`config.mk`:
```
export PLATFORM = sky130hd
export DESIGN_NAME = adder_share_arbiter
export DESIGN_NICKNAME = d
export VERILOG_FILES = /design/src/rtl/adder_share_arbiter.sv
export SDC_FILE = /design/constraint.sdc
export NUM_CORES = 1
export LEC_CHECK = 0
export CORE_ASPECT_RATIO = 1.25
export CORE_MARGIN = 8
export CORE_UTILIZATION = 35
export DETAILED_ROUTE_END_ITERATION = 7
export PLACE_DENSITY = 0.64
export SETUP_SLACK_MARGIN = 0.05
export SYNTH_ARGS = -nofsm -noshare
export SYNTH_HDL_FRONTEND = slang
export SYNTH_SLANG_ARGS = --single-unit
```
`constraint.sdc`:
```
create_clock -name clk -period 2.6 [get_ports clk]
set_clock_uncertainty 0.05 [all_clocks]
set_input_delay 0.39 -clock clk [delete_from_list [all_inputs] [get_ports clk]]
set_output_delay 0.39 -clock clk [all_outputs]
set_load 0.005 [all_outputs]
```
`src/rtl/adder_share_arbiter.sv`:
```
// rtl/adder_share_arbiter.sv - round-robin sharing of one fixed-latency adder with credit-guarded result FIFO
// Optional per-requester grant and stall counters are enabled by ADD_ARB_PERF_CNT_EN.
module adder_share_arbiter #(
  parameter int NUM_REQ    = 4,
  parameter int ADD_LAT    = 3,
  parameter int FIFO_DEPTH = 4,
  parameter int ID_W       = $clog2(NUM_REQ)
) (
  input  logic                  clk,
  input  logic                  rst,
  input  logic [NUM_REQ-1:0]    req_valid,
  input  logic [NUM_REQ*32-1:0] req_a,
  input  logic [NUM_REQ*32-1:0] req_b,
  output logic [NUM_REQ-1:0]    req_ready,
  output logic [31:0]           add_a,
  output logic [31:0]           add_b,
  input  logic [31:0]           add_sum,
  output logic                  resp_valid,
  output logic [ID_W-1:0]       resp_id,
  output logic [31:0]           resp_sum,
  input  logic                  resp_ready
`ifdef ADD_ARB_PERF_CNT_EN
  ,
  output logic [NUM_REQ*16-1:0] grant_cnt,
  output logic [15:0]           stall_cnt
`endif
);

  localparam int CNT_W = $clog2(FIFO_DEPTH + 1);
  localparam int PTR_W = (FIFO_DEPTH > 1) ? $clog2(FIFO_DEPTH) : 1;

  logic [31:0]      op_a [NUM_REQ];
  logic [31:0]      op_b [NUM_REQ];
  logic [ID_W-1:0]  rr_ptr;
  logic [ID_W-1:0]  grant_id;
  logic [ID_W-1:0]  scan_id;
  logic             grant_found;
  logic             issue_ok;
  logic             issue;
  logic [CNT_W-1:0] inflight;
  logic [CNT_W-1:0] fifo_occ;
  logic [31:0]      add_a_q;
  logic [31:0]      add_b_q;
  logic             tag_v  [ADD_LAT];
  logic [ID_W-1:0]  tag_id [ADD_LAT];
  logic             push;
  logic             pop;
  logic [ID_W+31:0] fifo_mem [FIFO_DEPTH];
  logic [PTR_W-1:0] wr_ptr;
  logic [PTR_W-1:0] rd_ptr;

  for (genvar g = 0; g < NUM_REQ; g++) begin : g_unpack
    assign op_a[g] = req_a[32*g +: 32];
    assign op_b[g] = req_b[32*g +: 32];
  end

  function automatic logic [PTR_W-1:0] ptr_inc(input logic [PTR_W-1:0] p);
    return (p == PTR_W'(FIFO_DEPTH - 1)) ? '0 : p + 1'b1;
  endfunction

  // Every in-flight op already owns a FIFO slot, so the adder never needs to stall.
  assign issue_ok = (int'(inflight) + int'(fifo_occ)) < FIFO_DEPTH;

  always_comb begin
    grant_found = 1'b0;
    grant_id    = '0;
    scan_id     = '0;
    for (int i = 0; i < NUM_REQ; i++) begin
      scan_id = ID_W'((int'(rr_ptr) + i) % NUM_REQ);
      if (!grant_found && req_valid[scan_id]) begin
        grant_found = 1'b1;
        grant_id    = scan_id;
      end
    end
  end

  assign issue = !rst && issue_ok && grant_found;

  always_comb begin
    req_ready = '0;
    if (issue) req_ready[grant_id] = 1'b1;
  end

  assign add_a = rst ? '0 : (issue ? op_a[grant_id] : add_a_q);
  assign add_b = rst ? '0 : (issue ? op_b[grant_id] : add_b_q);

  always_ff @(posedge clk) begin
    if (rst) begin
      rr_ptr   <= '0;
      add_a_q  <= '0;
      add_b_q  <= '0;
      inflight <= '0;
    end else begin
      if (issue) begin
        rr_ptr  <= ID_W'((int'(grant_id) + 1) % NUM_REQ);
        add_a_q <= op_a[grant_id];
        add_b_q <= op_b[grant_id];
      end
      case ({issue, push})
        2'b10:   inflight <= inflight + 1'b1;
        2'b01:   inflight <= inflight - 1'b1;
        default: inflight <= inflight;
      endcase
    end
  end

  // The last tag stage lines up with add_sum of the same operation.
  always_ff @(posedge clk) begin
    if (rst) begin
      for (int k = 0; k < ADD_LAT; k++) begin
        tag_v[k]  <= 1'b0;
        tag_id[k] <= '0;
      end
    end else begin
      tag_v[0]  <= issue;
      tag_id[0] <= grant_id;
      for (int k = 1; k < ADD_LAT; k++) begin
        tag_v[k]  <= tag_v[k-1];
        tag_id[k] <= tag_id[k-1];
      end
    end
  end

  assign push       = tag_v[ADD_LAT-1];
  assign resp_valid = (fifo_occ != '0);
  assign pop        = resp_valid && resp_ready;
  assign resp_id    = fifo_mem[rd_ptr][ID_W+31:32];
  assign resp_sum   = fifo_mem[rd_ptr][31:0];

  always_ff @(posedge clk) begin
    if (rst) begin
      wr_ptr   <= '0;
      rd_ptr   <= '0;
      fifo_occ <= '0;
      for (int k = 0; k < FIFO_DEPTH; k++) fifo_mem[k] <= '0;
    end else begin
      if (push) begin
        fifo_mem[wr_ptr] <= {tag_id[ADD_LAT-1], add_sum};
        wr_ptr           <= ptr_inc(wr_ptr);
      end
      if (pop) rd_ptr <= ptr_inc(rd_ptr);
      case ({push, pop})
        2'b10:   fifo_occ <= fifo_occ + 1'b1;
        2'b01:   fifo_occ <= fifo_occ - 1'b1;
        default: fifo_occ <= fifo_occ;
      endcase
    end
  end

  always_ff @(posedge clk) begin
    if (!rst) assert (!(push && fifo_occ == CNT_W'(FIFO_DEPTH)));
  end

`ifdef ADD_ARB_PERF_CNT_EN
  always_ff @(posedge clk) begin
    if (rst) begin
      grant_cnt <= '0;
      stall_cnt <= '0;
    end else begin
      for (int i = 0; i < NUM_REQ; i++) begin
        if (issue && grant_id == ID_W'(i) && grant_cnt[16*i +: 16] != 16'hFFFF)
          grant_cnt[16*i +: 16] <= grant_cnt[16*i +: 16] + 16'd1;
      end
      if (|req_valid && !issue_ok && stall_cnt != 16'hFFFF)
        stall_cnt <= stall_cnt + 16'd1;
    end
  end
`endif

endmodule

```
==> Word-level counts from Yosys, hierarchy flattened <==
Memories as Yosys holds them, arrays and structs flattened. A register that Yosys moved wholly into a read port is not among the register bits.
Index checks and enable logic that the tools add are counted.
{ "classes": {"mux": 50, "n_eq_ne": 6, "magnitude_cmp": 8, "add_sub_neg": 11, "bitwise": 7, "reduce_logical": 15} }
{ "op_table": {"columns": ["cell", "n"], "rows": [
  ["$mux 32", 8],
  ["$bmux 32 s2", 2],
  ["$mux 34", 1],
  ["$reduce_or 34->1", 1],
  ["$mux 2", 12],
  ["$mux 1", 19],
  ["$lt 2x3->1 const B", 5],
  ["$pmux 3 s2", 2],
  ["$add 2x1->2 const B", 4],
  ["$bmux 1 s2", 4],
  ["$eq 2x2->1 const B", 4],
  ["$logic_and 1x1->1", 7],
  ["$add 3x1->3 const B", 2],
  ["$or 1x1->1", 6],
  ["$sub 3x1->3 const B", 2],
  ["$add 2x2->2 const B", 2],
  ["$add 3x3->4", 1],
  ["$eq 2x1->1 const B", 2],
  ["$logic_not 1->1", 4],
  ["$lt 4x3->1 const B", 1],
  ["$mux 4", 1],
  ["$reduce_bool 2->1", 2],
  ["$ge 3x3->1 const B", 1],
  ["$not 2->3", 1],
  ["other kinds (3)", 3]
]} }
{ "totals": {"ram_bits": 145, "reg_bits": 76, "memories": 3, "elab_cells": 107, "output_inout_bits": 103} }
{ "mem_list": {"columns": ["memory", "depth", "width", "read_ports", "rd_ports_with_merged_regs", "wr", "line", "text"], "rows": [
  ["fifo_mem", 4, 34, 1, 1, 4, "48", "logic [ID_W+31:0] fifo_mem [FIFO_DEPTH];"],
  ["tag_id", 3, 2, 3, 0, 3, "45", "logic [ID_W-1:0] tag_id [ADD_LAT];"],
  ["tag_v", 3, 1, 3, 0, 3, "44", "logic tag_v [ADD_LAT];"]
]} }

==> Logic depth before layout (Yosys ltp) <==
Gate-level depths: netlist (run 1).
{ "depth": {"word_depth": 18, "ltp_mapped": 10} }

==> Worst setup path after synthesis (run 1) <==
Ideal clock, no wire load.
{ "synth_timing": {"path_type": "flip-flop to flip-flop", "startpoint": "register inflight[1]", "endpoint": "register inflight[2]", "path_buffers": 1, "t_arrival_ps": 2723, "slack_ps": -244, "synth_period_minus_slack_ps": 2844, "path_stages_with_launch": 11, "cell_sequence": "dfxtp_1 > ha_1 > or4_4 > a311oi_4 > buf_6 > inv_1 > ha_1 > fa_1 > xnor2_1 > or3_1 > a21oi_1"} }
{ "synth_between": {"elab_chain_len": 6} }
{ "synth_rtl": {"columns": ["item", "line", "text"], "rows": [
  ["start: declaration", "40", "logic [CNT_W-1:0] inflight;"],
  ["start signal: assignment", "100", "2'b10: inflight <= inflight + 1'b1;"],
  ["start signal: assignment", "101", "2'b01: inflight <= inflight - 1'b1;"],
  ["start signal: assignment", "102", "default: inflight <= inflight;"],
  ["$add 3x3->4", "62", "assign issue_ok = (int'(inflight) + int'(fifo_occ)) < FIFO_DEPTH;"],
  ["$lt 4x3->1", "62", null],
  ["$logic_and 1x1->1 (2 in series)", "77", "assign issue = !rst && issue_ok && grant_found;"],
  ["$eq 2x1->1 / $eq 2x2->1 (equally long branches)", "99", "case ({issue, push})"],
  ["$pmux 3 s2 / $reduce_bool 2->1 (equally long branches)", null, null]
]} }
Parallel ways exist; a longest one is shown, timed or not.
A chain may end at the register's enable or synchronous reset.

==> Final worst setup path (run 1) <==
{ "layout_timing": {"startpoint": "register inflight[2]", "endpoint": "output add_a[10]"} }
{ "layout_between": {"elab_chain_len": 6} }
{ "layout_rtl": {"columns": ["item", "line", "text"], "rows": [
  ["$add 3x3->4", "62", null],
  ["$lt 4x3->1", "62", null],
  ["$logic_and 1x1->1 (2 in series)", "77", null],
  ["$mux 32 (2 in series)", null, null],
  ["end: declaration", "15", "output logic [31:0] add_a,"]
]} }
No other way between the ends.

==> results_dict.tcl, run 1 <==
set metrics [dict create \
    result_of_the_run "finished with violations" \
    violated_checks "negative setup slack" \
    synth_top_area_share_pct 36.1 \
    nFillCells 2770 \
    setup_viol 70 \
    timing.critical_path.cells "ha_2 -> or4_4 -> a311oi_4 -> buf_6 -> o221ai_4 -> buf_4 -> buf_6 -> buf_16 -> a21o_1 -> o211ai_2 -> buf_2" \
    initial_core_util_pct 35.5 \
    mostFrequentLayoutCell "clkdlybuf4s50_1" \
    pwr_density_cell_nw_per_um2 670 \
    cts_tree "yes" \
    seq_area_frac_synth_pct 51.4 \
    area_used_by_multi_input_combinational_logic_sq_um 5440 \
    crit_arrival_ns 2.90 \
    yosys.area.top_type "edfxtp_1" \
    yosys.area_share.xor_xnor_pct 0.309 \
    cts.sinks 223 \
    timing.max_cap.violations 0 \
    final_antenna_net_count 0 \
    std_cell_rows 73 \
    post_drt_wl_per_cell_um 22.6 \
    synth_top_family_by_area "compound AO/OA/AOI/OAI gates" \
    synth_fa_ha_area_share_pct 1.46 \
    vias_per_cell 5.08 \
    critical-path-top-cell-by-count "buf_6" \
    first_pass_grt_wire_length_mm 61.6 \
    synthDistinctLibCells 40 \
    routed-via-count 9525 \
    muxShareOfSynthArea_pct 12.7 \
    hold_ws_ns 0.383 \
    vdd_drop_max_v 0.000445 \
    r2r_start "inflight[2]" \
    yosys-top-cells-area "edfxtp_1 (36%), dfxtp_1 (15%), and2_1 (7.7%)" \
    die-height_um 217 \
    layout_common_cells "clkdlybuf4s50_1 (295), and2_1 (140), edfxtp_1 (136)" \
    critPathRequiredTime_ns 2.16 \
    cts_buf_count 24 \
    cts.htree.levels 1 \
    yosysWarningCount 0 \
    area_of_the_core_sq_um 31900 \
    drcViolationCount 0 \
    worst_setup_path_start_kind "flip-flop" \
    end_kind "primary output" \
    path_max_fanout 9 \
    critical-path-max-stage-delay_ns 0.54 \
    nets 1748 \
    fmax_mhz 300 \
    synth_compound_gate_area_share_pct 15.4 \
    grt_antenna_before_repair 8 \
    smallest_setup_slack_after_layout_ns -0.739 \
    timing_max_transition_violations_final 0 \
    grt.overflow.total 0 \
    instances_no_fill 1876 \
    worstSkewPairLatency_ns 0.52 \
    synth_simple_gate_area_share_pct 14.9 \
    final.period_utilization_pct 128 \
    postSynthNetCount 1257 \
    holdCritPathClass "flip-flop to flip-flop" \
    worstMarginPinSlew_ns 0.449 \
    synthesis.area_per_instance_sq_um 11.9 \
    place.detailed.hpwl_mm 29.5 \
    drt-pass1-iter-count 4 \
    grt_max_degree 35 \
    layout_min_cycle_time_ns 3.34 \
    hold_violations 0 \
    final_gp_congestion 0.815 \
    crit_path_max_delay_cell_type "or4_4" \
    die_x_um 177 \
    ctsHoldBuffers 0 \
    min-delay-start "tag_id[0][2]" \
    worstSetupStartpoint "inflight[2]" \
    grt_setup_unrepaired "true" \
    criticalPathCategory "flip-flop to primary output" \
    design.die.area_sq_um 38400 \
    timing.setup.tns_ns -43.36 \
    first_global_vias 10121 \
    syn_area_sq_um 11300 \
    layout-drive-gt1-share_pct 29.0 \
    cts_root_buf "clkbuf_16" \
    number_of_storage_elements_in_the_synthesis_netlist 223 \
    post-place-cells 1768 \
    gr-usage-all-layers_pct 21.0 \
    io_pins 398 \
    seq_area_sq_um 5840 \
    cts_buffer_depth 3 \
    syn2layout_area_growth_pct 59.8 \
    cts.reportedPaths.clkPinSlew_ns 0.06 \
    leakagePower_nw 7.37 \
    postSynthCellCount 950 \
    routed_wirelength_mm 42.4 \
    dr.first_iter.drc_count 488 \
    port_buffers 397 \
    timing.slew.headroom_pct 69.8 \
    finalPower_mw 12.1 \
]
==> synthesized netlist by cell type <==
library cell    n
or4_4           1
o22ai_1         1
buf_2           7
fa_1            2
o221ai_4        1
or3_1           3
buf_1          11
mux2i_1        67
nor2b_1        10
a31o_2          1
o21ba_2         1
xnor2_1         1
mux4_2         34
o21ai_0        67
nand2_1        68
dfxtp_1        87
o211ai_2       61
a211o_1         1
or2_2           3
o211ai_1        3
a21oi_1         6
nor3b_1         3
nand2b_1        1
xor2_1          3
a311oi_4        1
inv_1           8
a22oi_1         1
nor4_1          1
nand2_4         1
a21o_1         64
nor3_1          4
o21bai_1        1
a211oi_1        1
clkbuf_1       45
nor2_1         16
buf_6          14
ha_1           10
nand3_1        64
edfxtp_1      136
and2_1        140
==> flip-flops by register name, summed over array words and instances, names as in the netlist, named ones only <==
name	flops
add_a_q	32
wr_ptr	2
rr_ptr	2
fifo_mem	136
inflight	3
tag_v	3
fifo_occ	3
add_b_q	32
rd_ptr	2
tag_id	6
==> path summary, 6_finish.rpt <==
kind | end | slack (ns) | cells past startpoint
worst min register to register | tag_id[0][4] | 0.38 | 1
worst max-delay path | add_a[10] | -0.74 | 11
worst min-delay path | tag_id[0][4] | 0.38 | 1
worst max register to register | inflight[2] | -0.32 | 13
==> kinds of logic after synthesis <==
| family | count (synthesis) |
|---|---|
| simple gates | 315 |
| flops | 223 |
| compound gates | 210 |
| mux | 101 |
| buf+inv | 85 |
| fa+ha+maj | 12 |
| xor+xnor | 4 |
==> layout make-up <==
class / instances / area share (%)
Antenna cell: 7 / 0.0968
Clock buffer: 28 / 3.52
Clock inverter: 14 / 0.491
Inverter: 8 / 0.166
Multi-Input combinational cell: 642 / 30.1
Sequential cell: 223 / 32.3
Tap cell: 412 / 2.85
Timing Repair Buffer: 542 / 30.5
==> per-stage QoR <==
step | instance area (sq um) | utilization, % | setup slack [ns]
after floorplan | 11300 | - | -0.104
after global placement | 16500 | 51.8 | -0.811
after detailed placement | 16500 | 51.8 | -0.805
after CTS | 17600 | 55.3 | -1.01
after global routing | 18100 | 56.7 | -0.847
final | 18100 | 56.8 | -0.739
==> routing by layer <==
metal / wire (um) / share of wire, % / up-vias / GRT usage, %
li1: - / - / 4474 / -
met1: 15800 / 37 / 4627 / 23.2
met2: 22200 / 52 / 355 / 38.1
met3: 3340 / 7.9 / 65 / 6.15
met4: 1090 / 2.6 / 4 / 6.15
met5: 23 / 0.054 / - / 0
==> report_power, final <==
part           leakage, nW  switching, mW  internal, mW
logic                 4.90           1.99          2.50
registers             2.13          0.233          4.20
clock network        0.340           1.45          1.76
total                 7.37           3.67          8.45
==> critical path, delay by kind of cell, from the launching register on <==
kind,cells,cell delay [ns]
compound gates,4,0.61
fa+ha+maj,1,0.17
buf+inv,5,0.75
flops,1,0.32
simple gates,1,0.54
==> repair_timing <==
item                                    CTS  global route
pin swaps                                21            56
gates cloned                              9             5
buffers inserted                         26            20
resized for setup                       336            90
endpoints found under the setup margin  101            73
Power figures use the tool's default switching activity.
==> run 2, diff against run 1 <==
Settings changed: SLEW_MARGIN from default to 5.
==> results of run 2 <==
No change in the layout: final DEF, timing and power equal those of run 1.
